[config.mk]
export PLATFORM = sky130hd
export DESIGN_NAME = native_port_arbiter
export DESIGN_NICKNAME = d
export VERILOG_FILES = /design/src/rtl/native_port_arbiter.sv
export SDC_FILE = /design/constraint.sdc
export NUM_CORES = 1
export LEC_CHECK = 0
export ABC_AREA = 1
export BUFFER_PORTS_ARGS = -buffer_cell sky130_fd_sc_hd__buf_2
export CAP_MARGIN = 15
export CORE_AREA = 2 2 636 638
export DETAILED_ROUTE_END_ITERATION = 6
export DIE_AREA = 0 0 638 640
export PLACE_DENSITY_LB_ADDON = 0.08
export SETUP_SLACK_MARGIN = 0.5
export SYNTH_ARGS = -nofsm -noshare
export SYNTH_HDL_FRONTEND = slang
export SYNTH_SLANG_ARGS = --single-unit
[constraint.sdc]
create_clock -name clk -period 3.5 [get_ports clk]
set_input_delay 0.35 -clock clk [delete_from_list [all_inputs] [get_ports clk]]
set_output_delay 0.35 -clock clk [all_outputs]
set_load 0.005 [all_outputs]
[src/rtl/native_port_arbiter.sv]
`default_nettype none
// ============================================================================
// Module   : native_port_arbiter
// Purpose  : Shares one valid-ready native memory port between two native
//            masters (m0 = instruction-side bridge, m1 = data-side bridge).
//            Requests are arbitrated round-robin, and a grant is locked while
//            memory back-pressures it, so an offered request stays stable
//            until it is accepted. The owner of every in-flight read is kept
//            in an in-order tag FIFO, and each memory response is steered
//            back to that owner.
// Ports    : clk, reset             - clock, synchronous active-high reset
//            m{0,1}_request_*       - master request channels (valid/ready/
//                                     op/addr/data)
//            m{0,1}_update_*        - master read-response channels
//            mem_request_*          - shared memory request channel
//            mem_update_*           - shared memory response channel
//            reads_outstanding      - in-flight read count
// Revision : 1.0 - initial release
// ============================================================================
module native_port_arbiter #(
  parameter int ADDR_WIDTH = 32,
  parameter int DATA_WIDTH = 256,
  parameter int MAX_READS  = 4
) (
  input  logic                           clk,
  input  logic                           reset,
  // master 0
  input  logic                           m0_request_valid,
  output logic                           m0_request_ready,
  input  logic [1:0]                     m0_request_op,
  input  logic [ADDR_WIDTH-1:0]          m0_request_addr,
  input  logic [DATA_WIDTH-1:0]          m0_request_data,
  output logic                           m0_update_valid,
  input  logic                           m0_update_ready,
  output logic [DATA_WIDTH-1:0]          m0_update_data,
  // master 1
  input  logic                           m1_request_valid,
  output logic                           m1_request_ready,
  input  logic [1:0]                     m1_request_op,
  input  logic [ADDR_WIDTH-1:0]          m1_request_addr,
  input  logic [DATA_WIDTH-1:0]          m1_request_data,
  output logic                           m1_update_valid,
  input  logic                           m1_update_ready,
  output logic [DATA_WIDTH-1:0]          m1_update_data,
  // memory side
  output logic                           mem_request_valid,
  input  logic                           mem_request_ready,
  output logic [1:0]                     mem_request_op,
  output logic [ADDR_WIDTH-1:0]          mem_request_addr,
  output logic [DATA_WIDTH-1:0]          mem_request_data,
  input  logic                           mem_update_valid,
  output logic                           mem_update_ready,
  input  logic [DATA_WIDTH-1:0]          mem_update_data,
  output logic [$clog2(MAX_READS+1)-1:0] reads_outstanding
);

  localparam int         c_CW    = $clog2(MAX_READS + 1);
  localparam int         c_PW    = (MAX_READS > 1) ? $clog2(MAX_READS) : 1;
  localparam logic [1:0] c_OP_RD = 2'b01;
  localparam logic [1:0] c_OP_WR = 2'b10;
  localparam logic [c_CW-1:0] c_MAX_CNT  = c_CW'(MAX_READS);
  localparam logic [c_PW-1:0] c_LAST_PTR = c_PW'(MAX_READS - 1);

  // --------------------------------------------------------------------------
  // State
  // --------------------------------------------------------------------------
  logic            r_rr;        // master favoured when both are eligible
  logic            r_lock;
  logic            r_lock_id;
  logic [c_CW-1:0] r_count;
  logic [c_PW-1:0] r_wr_ptr;
  logic [c_PW-1:0] r_rd_ptr;
  logic            r_tag [MAX_READS];

  // --------------------------------------------------------------------------
  // Request arbitration
  // --------------------------------------------------------------------------
  logic            w_reads_full;
  logic            w_elig0;
  logic            w_elig1;
  logic            w_have_owner;
  logic            w_owner;
  logic            w_owner_valid;
  logic [1:0]      w_owner_op;
  logic [ADDR_WIDTH-1:0] w_owner_addr;
  logic [DATA_WIDTH-1:0] w_owner_data;
  logic            w_legal;
  logic            w_grant_ready;
  logic            w_push;
  logic            w_pop;
  logic            w_fifo_empty;
  logic            w_target;

  assign w_reads_full = (r_count >= c_MAX_CNT);

  // Writes and illegal ops are never limited by the read budget; illegal ops
  // are granted like writes so they can be consumed and dropped.
  assign w_elig0 = m0_request_valid && ((m0_request_op != c_OP_RD) || !w_reads_full);
  assign w_elig1 = m1_request_valid && ((m1_request_op != c_OP_RD) || !w_reads_full);

  assign w_have_owner = r_lock || w_elig0 || w_elig1;

  always_comb begin
    w_owner = 1'b0;
    if (r_lock) begin
      w_owner = r_lock_id;
    end else if (w_elig0 && w_elig1) begin
      w_owner = r_rr;
    end else if (w_elig1) begin
      w_owner = 1'b1;
    end
  end

  assign w_owner_valid = w_owner ? m1_request_valid : m0_request_valid;
  assign w_owner_op    = w_owner ? m1_request_op    : m0_request_op;
  assign w_owner_addr  = w_owner ? m1_request_addr  : m0_request_addr;
  assign w_owner_data  = w_owner ? m1_request_data  : m0_request_data;
  assign w_legal       = (w_owner_op == c_OP_RD) || (w_owner_op == c_OP_WR);

  assign mem_request_valid = !reset && w_have_owner && w_owner_valid && w_legal;
  assign mem_request_op    = mem_request_valid ? w_owner_op   : 2'b00;
  assign mem_request_addr  = mem_request_valid ? w_owner_addr : '0;
  assign mem_request_data  = mem_request_valid ? w_owner_data : '0;

  // Illegal ops are acknowledged locally without waiting for memory.
  assign w_grant_ready = !reset && w_have_owner && w_owner_valid &&
                         (w_legal ? mem_request_ready : 1'b1);

  assign m0_request_ready = w_grant_ready && (w_owner == 1'b0);
  assign m1_request_ready = w_grant_ready && (w_owner == 1'b1);

  assign w_push = mem_request_valid && mem_request_ready && (w_owner_op == c_OP_RD);

  // --------------------------------------------------------------------------
  // Response routing
  // --------------------------------------------------------------------------
  assign w_fifo_empty = (r_count == '0);
  assign w_target     = r_tag[r_rd_ptr];

  assign mem_update_ready = !reset && !w_fifo_empty &&
                            (w_target ? m1_update_ready : m0_update_ready);
  assign m0_update_valid  = !reset && !w_fifo_empty && (w_target == 1'b0) && mem_update_valid;
  assign m1_update_valid  = !reset && !w_fifo_empty && (w_target == 1'b1) && mem_update_valid;
  assign m0_update_data   = reset ? '0 : mem_update_data;
  assign m1_update_data   = reset ? '0 : mem_update_data;

  assign w_pop = mem_update_valid && mem_update_ready;

  assign reads_outstanding = r_count;

  // --------------------------------------------------------------------------
  // Sequential control
  // --------------------------------------------------------------------------
  always_ff @(posedge clk) begin
    if (reset) begin
      r_rr      <= 1'b0;
      r_lock    <= 1'b0;
      r_lock_id <= 1'b0;
      r_count   <= '0;
      r_wr_ptr  <= '0;
      r_rd_ptr  <= '0;
    end else begin
      if (w_grant_ready) begin
        r_rr   <= ~w_owner;
        r_lock <= 1'b0;
      end else if (mem_request_valid) begin
        // Memory stalled an offered request: hold this owner until accepted.
        r_lock    <= 1'b1;
        r_lock_id <= w_owner;
      end

      if (w_push) begin
        r_wr_ptr <= (r_wr_ptr == c_LAST_PTR) ? '0 : r_wr_ptr + 1'b1;
      end
      if (w_pop) begin
        r_rd_ptr <= (r_rd_ptr == c_LAST_PTR) ? '0 : r_rd_ptr + 1'b1;
      end

      case ({w_push, w_pop})
        2'b10:   r_count <= r_count + 1'b1;
        2'b01:   r_count <= r_count - 1'b1;
        default: r_count <= r_count;
      endcase
    end
  end

  // Tag storage needs no reset: entries are only read while the count says
  // they hold a live tag.
  always_ff @(posedge clk) begin
    if (w_push) begin
      r_tag[r_wr_ptr] <= w_owner;
    end
  end

endmodule
`default_nettype wire

==> reports/qor.csv, run 1 <==
metric,value,unit
crit path cell chain,buf_12 -> nand3_4 -> nand2_4 -> nand2_4 -> nand3_4 -> buf_8 -> nand2_2 -> o21ai_4 -> buf_6 -> ha_4 -> buf_6 -> nor2_4 -> inv_12 -> buf_12 -> clkbuf_16 -> buf_4 -> a21oi_4 -> buf_4 -> buf_12,
hold_sp,reads_outstanding[0]$_SDFFE_PP0P_,
multi-input logic area,0.00777,mm^2
GRT Residual Overflow,0,
Die H,640,um
H-tree levels,1,
Ys Warns,0,
pin count of the biggest net entering global routing,177,
Root Buffer,clkbuf_16,
"most used cell, CP",buf_12,
crit path DAT,3.08,ns
R2R depth,21,
distinct cell type count after synthesis,27,
total global-route track usage,0.136,
core area,0.401,mm^2
register area share after synthesis,0.0386,
Synth Instances,1889,
Crit. path cell count,19,
slew margin rel.,0.436,
Yosys top cell by area,nand2_1,
Max clock buf depth,2,
share of cells above drive strength 1,0.663,
r2r setup slk,0.38,ns
"EDFF count, synth",4,
final-layout fill cell count,47700,
"Hold Vio Cnt, Final",0,
"Reg clk slew, reported paths",0.06,ns
Final Util,0.0762,
"count leader, synth",nand2_1,
Hold WC Path Type,reg2reg,
Worst setup EP type,output port,
fmax,292,MHz
VDD IR max,0.228,mV
CTS tree,done,
CTS buffer count,3,
Synth top area share,0.242,
die area,0.408,mm^2
DR vias/cell,2.34,
RSZ-0062 raised after global routing,yes,
final max-slew violation count,0,
Clock Latency Late Sink,0.26,ns
DRC,0,
IO buf count,1654,
global-route wire length before repair,338000,um
via count,20800,
CP peak stage delay,0.33,ns
Routed Antenna Nets,0,
Main synth FF type,dfxtp_1,
Crit-path slowest cell,dfxtp_2,
Avg Inst Size Synth,4.95,um^2
Pre-antenna DRT Iters,7,
post-synthesis register bit count,16,
post-route insts no fill,8877,
"Cell Area, Synth",0.00934,mm^2
Crit Path Class,reg2out,
reg-to-reg endpoint,reads_outstanding[2]$_SDFFE_PP0P_,
asr flop ratio synth,0,
clock skew,0.00402,ns
Layout area overhead,228,%
total routed wirelength,295000,um
Iteration-0 DRC Markers,1053,
post-route design area,0.0306,mm^2
CP top delay family,buffers and inverters,
Bufs and invs on worst path,10,
clock period minus worst slack,3.43,ns
DP Wirelength,267000,um
Synth Net Count,2741,
crit path max fanout,9,
Worst Path Required,3.15,ns
vias in the first global route,20900,
Cells after DPL,8694,
most instantiated cells after synthesis,"nand2_1, inv_1, nor2_1",
PD cells,226,mW/mm^2
IO Pins,1655,
Die Wd,638,um
# hold bufs at CTS,0,
Cell Rows,233,
hold endpoint,reads_outstanding[0]$_SDFFE_PP0P_,
startpoint types,register,
final setup margin,0.0719,ns
initial antenna violation count,365,
Clock Sinks,16,
wire per inst,33.2,um
actual slew at the worst max-slew pin,0.842,ns
DP Worst Slack,-0.780,ns
placer congestion estimate,0.991,
# Max-Cap Violations,0,
outcome,completed,
Starting Density,0.0233,
R2R Path Start,reads_outstanding[2]$_SDFFE_PP0P_,
Lkg Pwr,14.2,nW
Hold Path Cell Cnt,1,
"top cells by area, synth","nand2_1, buf_4, inv_1, nor2_1, a21oi_1",
register area,363,um^2
placed instance area,0.0255,mm^2
nets,4350,
final setup violation count,0,
fin crit share,0.979,
per-stage QoR:
| step | power (W) | setup TNS (ns) | hold slack [ns] |
|---|---|---|---|
| detailed placement | 0.00540 | -66.54 | 0.490 |
| global route | 0.00741 | -0.237 | 0.543 |
| CTS | 0.00678 | -0.501 | 0.504 |
| global placement | 0.00548 | -118.31 | 0.479 |
| floorplan | 0.00165 | 0 | 0.458 |
| finish | 0.00692 | 0 | 0.499 |
worst max path at each step:
stage                                             end                              start  slack, ns
floorplan           reads_outstanding[2]$_SDFFE_PP0P_                   m0_request_op[1]       0.60
global placement    reads_outstanding[2]$_SDFFE_PP0P_                   m1_request_op[1]      -1.34
detailed placement              mem_request_data[132]                   m1_request_op[1]      -0.78
CTS                             mem_request_data[154]  reads_outstanding[2]$_SDFFE_PP0P_      -0.05
global route                    mem_request_data[229]  reads_outstanding[2]$_SDFFE_PP0P_      -0.03
finish                           mem_request_addr[31]  reads_outstanding[2]$_SDFFE_PP0P_       0.07
what timing repair did:
action	in CTS	in global routing
gates cloned	22	11
buffers inserted	36	17
gates resized for setup	485	238
setup endpoints to repair	298	293
pin swaps	7	9
area by class of cell:
type	instances	area share
Timing Repair Buffer	1985	0.472
Clock inverter	1	0.000123
Inverter	284	0.0356
Sequential cell	16	0.0119
Clock buffer	3	0.00245
Antenna cell	93	0.00760
Multi-Input combinational cell	1208	0.254
Tap cell	5287	0.216
where the power goes:
group / total [W] / internal [W] / switching, W / leakage, nW
Sequential: 0.000204 / 0.000197 / 0.00000688 / 0.134
Combinational: 0.00647 / 0.00248 / 0.00399 / 14.0
Clock: 0.000246 / 0.000153 / 0.0000933 / 0.0391
Total: 0.00692 / 0.00283 / 0.00409 / 14.2
layer usage:
layer,track usage,up-vias,wire length [um]
met4,0.0211,192,7970
met2,0.238,1464,141000
met3,0.0767,677,37500
met5,0,-,1280
li1,-,8692,-
met1,0.143,9749,107000
logic make-up after synthesis:
group	Yosys count	synth area share
AO/OA/AOI/OAI	306	0.204
adder cells (fa/ha/maj)	8	0.0115
buffers and inverters	665	0.382
flip-flops	16	0.0386
AND/OR/NAND/NOR	894	0.364
cells in the final DEF (no fill, tap or decap), types with 5 or more instances in the layout:
cell type  count
inv_1        277
a21oi_2       56
nand2_4        6
buf_12       137
a21oi_4      198
ha_1           5
buf_16        32
nor2_1       270
buf_4        175
buf_6        145
a21oi_1       43
nand2_2       42
dfxtp_1       10
clkbuf_16     14
nor2_4         6
buf_2       1471
nand2_1      556
diode_2       93
buf_8         12
Power figures use the tool's default switching activity.
==> run 2: changes to the inputs <==
RECOVER_POWER = 25   (was not set)
==> run 2 against run 1 <==
  * The flow now finishes with violations (max-capacitance violations, max-slew violations)
  * Sequential power barely moved
  * Worst setup slack improved by 0.0022 ns
  * Non-clock buffer count did not move
  * First-iteration DRC count fell by 3.1%
  * Global-route usage did not move
  * Combinational power barely moved
  * Cell count barely moved
  * Clock skew barely moved
  * Wire length barely moved
  * Clock power barely moved
  * Critical path type unchanged
  * Largest cell class unchanged
  * Highest routed layer unchanged
==> reports/qor.csv, run 2 (synthesis results as in run 1) <==
metric,value,unit,change
outcome,finished with violations,,
failing checks,"max-capacitance violations, max-slew violations",,
Clock Latency Late Sink,0.26,ns,about the same
CTS buffer count,3,,unchanged
CP top delay family,buffers and inverters,,
Lkg Pwr,13.5,nW,-5.0%
Worst Path Required,3.15,ns,about the same
Routed Antenna Nets,0,,unchanged
clock period minus worst slack,3.43,ns,-0.00224 ns
Die H,640,um,unchanged
Cell Rows,233,,unchanged
multi-input logic area,0.00777,mm^2,unchanged
"commonest non-fill, non-tap cell in the layout",buf_2,,
final max-slew violation count,84,,+84
fmax,292,MHz,about the same
share of cells above drive strength 1,0.608,,-0.0555
actual slew at the worst max-slew pin,1.80,ns,+0.957 ns
Clock Sinks,16,,unchanged
crit path DAT,3.08,ns,about the same
reg-to-reg endpoint,reads_outstanding[2]$_SDFFE_PP0P_,,
Crit Path Class,reg2out,,
DP Worst Slack,-0.780,ns,unchanged
RSZ-0062 raised after global routing,yes,,
fin crit share,0.979,,about the same
via count,20800,,+0.17%
total routed wirelength,295000,um,about the same
# hold bufs at CTS,0,,unchanged
PD cells,227,mW/mm^2,+0.44%
CTS tree,done,,
DRC,0,,unchanged
# Max-Cap Violations,1,,+1
VDD IR max,0.227,mV,-0.45%
Max clock buf depth,2,,unchanged
DR vias/cell,2.34,,+0.15%
Layout area overhead,225,%,
global-route wire length before repair,338000,um,unchanged
DP Wirelength,267000,um,unchanged
slew margin rel.,-0.199,,-0.636
final setup margin,0.0741,ns,+0.00224 ns
post-route insts no fill,8879,,+0.023%
Worst setup EP type,output port,,
initial antenna violation count,365,,unchanged
"Reg clk slew, reported paths",0.06,ns,about the same
Root Buffer,clkbuf_16,,
placer congestion estimate,0.991,,unchanged
Crit-path slowest cell,dfxtp_2,,
Iteration-0 DRC Markers,1020,,-3.1%
"commonest cells after routing, fill and taps aside","buf_2, nand2_1, inv_1, nor2_1, a21oi_4",,
IO Pins,1655,,unchanged
r2r setup slk,0.38,ns,about the same
die area,0.408,mm^2,unchanged
Pre-antenna DRT Iters,5,,-2
H-tree levels,1,,unchanged
CP peak stage delay,0.33,ns,about the same
Cells after DPL,8694,,unchanged
Bufs and invs on worst path,10,,unchanged
hold_sp,reads_outstanding[0]$_SDFFE_PP0P_,,
R2R depth,20,,-4.8%
Hold Path Cell Cnt,1,,unchanged
final-layout fill cell count,47800,,+0.16%
GRT Residual Overflow,0,,unchanged
Die Wd,638,um,unchanged
crit path cell chain,buf_12 -> nand3_4 -> nand2_4 -> nand2_4 -> nand3_4 -> buf_8 -> nand2_2 -> o21ai_4 -> buf_6 -> ha_4 -> buf_6 -> nor2_4 -> inv_12 -> buf_12 -> clkbuf_16 -> buf_4 -> a21oi_4 -> buf_4 -> buf_12,,
final setup violation count,0,,unchanged
nets,4350,,unchanged
wire per inst,33.2,um,about the same
hold endpoint,reads_outstanding[0]$_SDFFE_PP0P_,,
"Hold Vio Cnt, Final",0,,unchanged
vias in the first global route,20900,,unchanged
total global-route track usage,0.136,,unchanged
"most used cell, CP",buf_12,,
R2R Path Start,reads_outstanding[2]$_SDFFE_PP0P_,,
Starting Density,0.0233,,unchanged
Hold WC Path Type,reg2reg,,
clock skew,0.00398,ns,-0.0000402 ns
IO buf count,1654,,unchanged
register area,363,um^2,unchanged
pin count of the biggest net entering global routing,177,,unchanged
crit path max fanout,9,,unchanged
core area,0.401,mm^2,unchanged
startpoint types,register,,
run 2: per-layer routing:
layer | global-route usage | part of all wire | vias up
li1 | - | - | 8695
met1 | 0.143 | 0.36 | 9797
met2 | 0.238 | 0.48 | 1454
met3 | 0.0767 | 0.13 | 673
met4 | 0.0211 | 0.027 | 190
met5 | 0 | 0.0043 | -
run 2: power breakdown:
group,switching [W],internal [W],total (W)
clock network,0.0000933,0.000153,0.000246
registers,0.00000686,0.000197,0.000204
logic,0.00399,0.00245,0.00644
run 2: layout make-up:
class	instances	share of cell area
sequential	16	0.0120
multi-input combinational	1208	0.256
antenna	95	0.00784
clock inverter	1	0.000124
inverter	284	0.0359
timing repair buffer	1985	0.468
clock buffer	3	0.00247
tap	5287	0.218
run 2: timing repair:
action	CTS	global route
gates resized for setup	485	238
setup endpoints to repair	298	293
setup buffers	36	17
gates cloned	22	11
pin swaps	7	9
run 2: how the worst max path moves through the flow:
| stage | startpoint | endpoint | slack [ns] | cells after the start |
|---|---|---|---|---|
| 5_1_grt | reads_outstanding[2]$_SDFFE_PP0P_ | mem_request_data[229] | -0.03 | 18 |
| 3_3_place_gp | m1_request_op[1] | reads_outstanding[2]$_SDFFE_PP0P_ | -1.34 | 20 |
| 2_1_floorplan | m0_request_op[1] | reads_outstanding[2]$_SDFFE_PP0P_ | 0.60 | 17 |
| 3_5_place_dp | m1_request_op[1] | mem_request_data[132] | -0.78 | 16 |
| 4_1_cts | reads_outstanding[2]$_SDFFE_PP0P_ | mem_request_data[154] | -0.05 | 17 |
| 6_report | reads_outstanding[2]$_SDFFE_PP0P_ | mem_request_addr[31] | 0.07 | 19 |
run 2: metrics by stage:
| stage | area, um^2 | utilization | hold WS, ns | total power, W | TNS [ns] |
|---|---|---|---|---|---|
| after floorplan | 9340 | - | 0.458 | 0.00165 | 0 |
| after global placement | 25500 | 0.0635 | 0.479 | 0.00548 | -118.31 |
| after detailed placement | 25500 | 0.0635 | 0.490 | 0.00540 | -66.54 |
| after CTS | 28900 | 0.0721 | 0.504 | 0.00678 | -0.501 |
| after global routing | 30300 | 0.0754 | 0.547 | 0.00739 | -0.237 |
| final | 30300 | 0.0756 | 0.501 | 0.00689 | 0 |
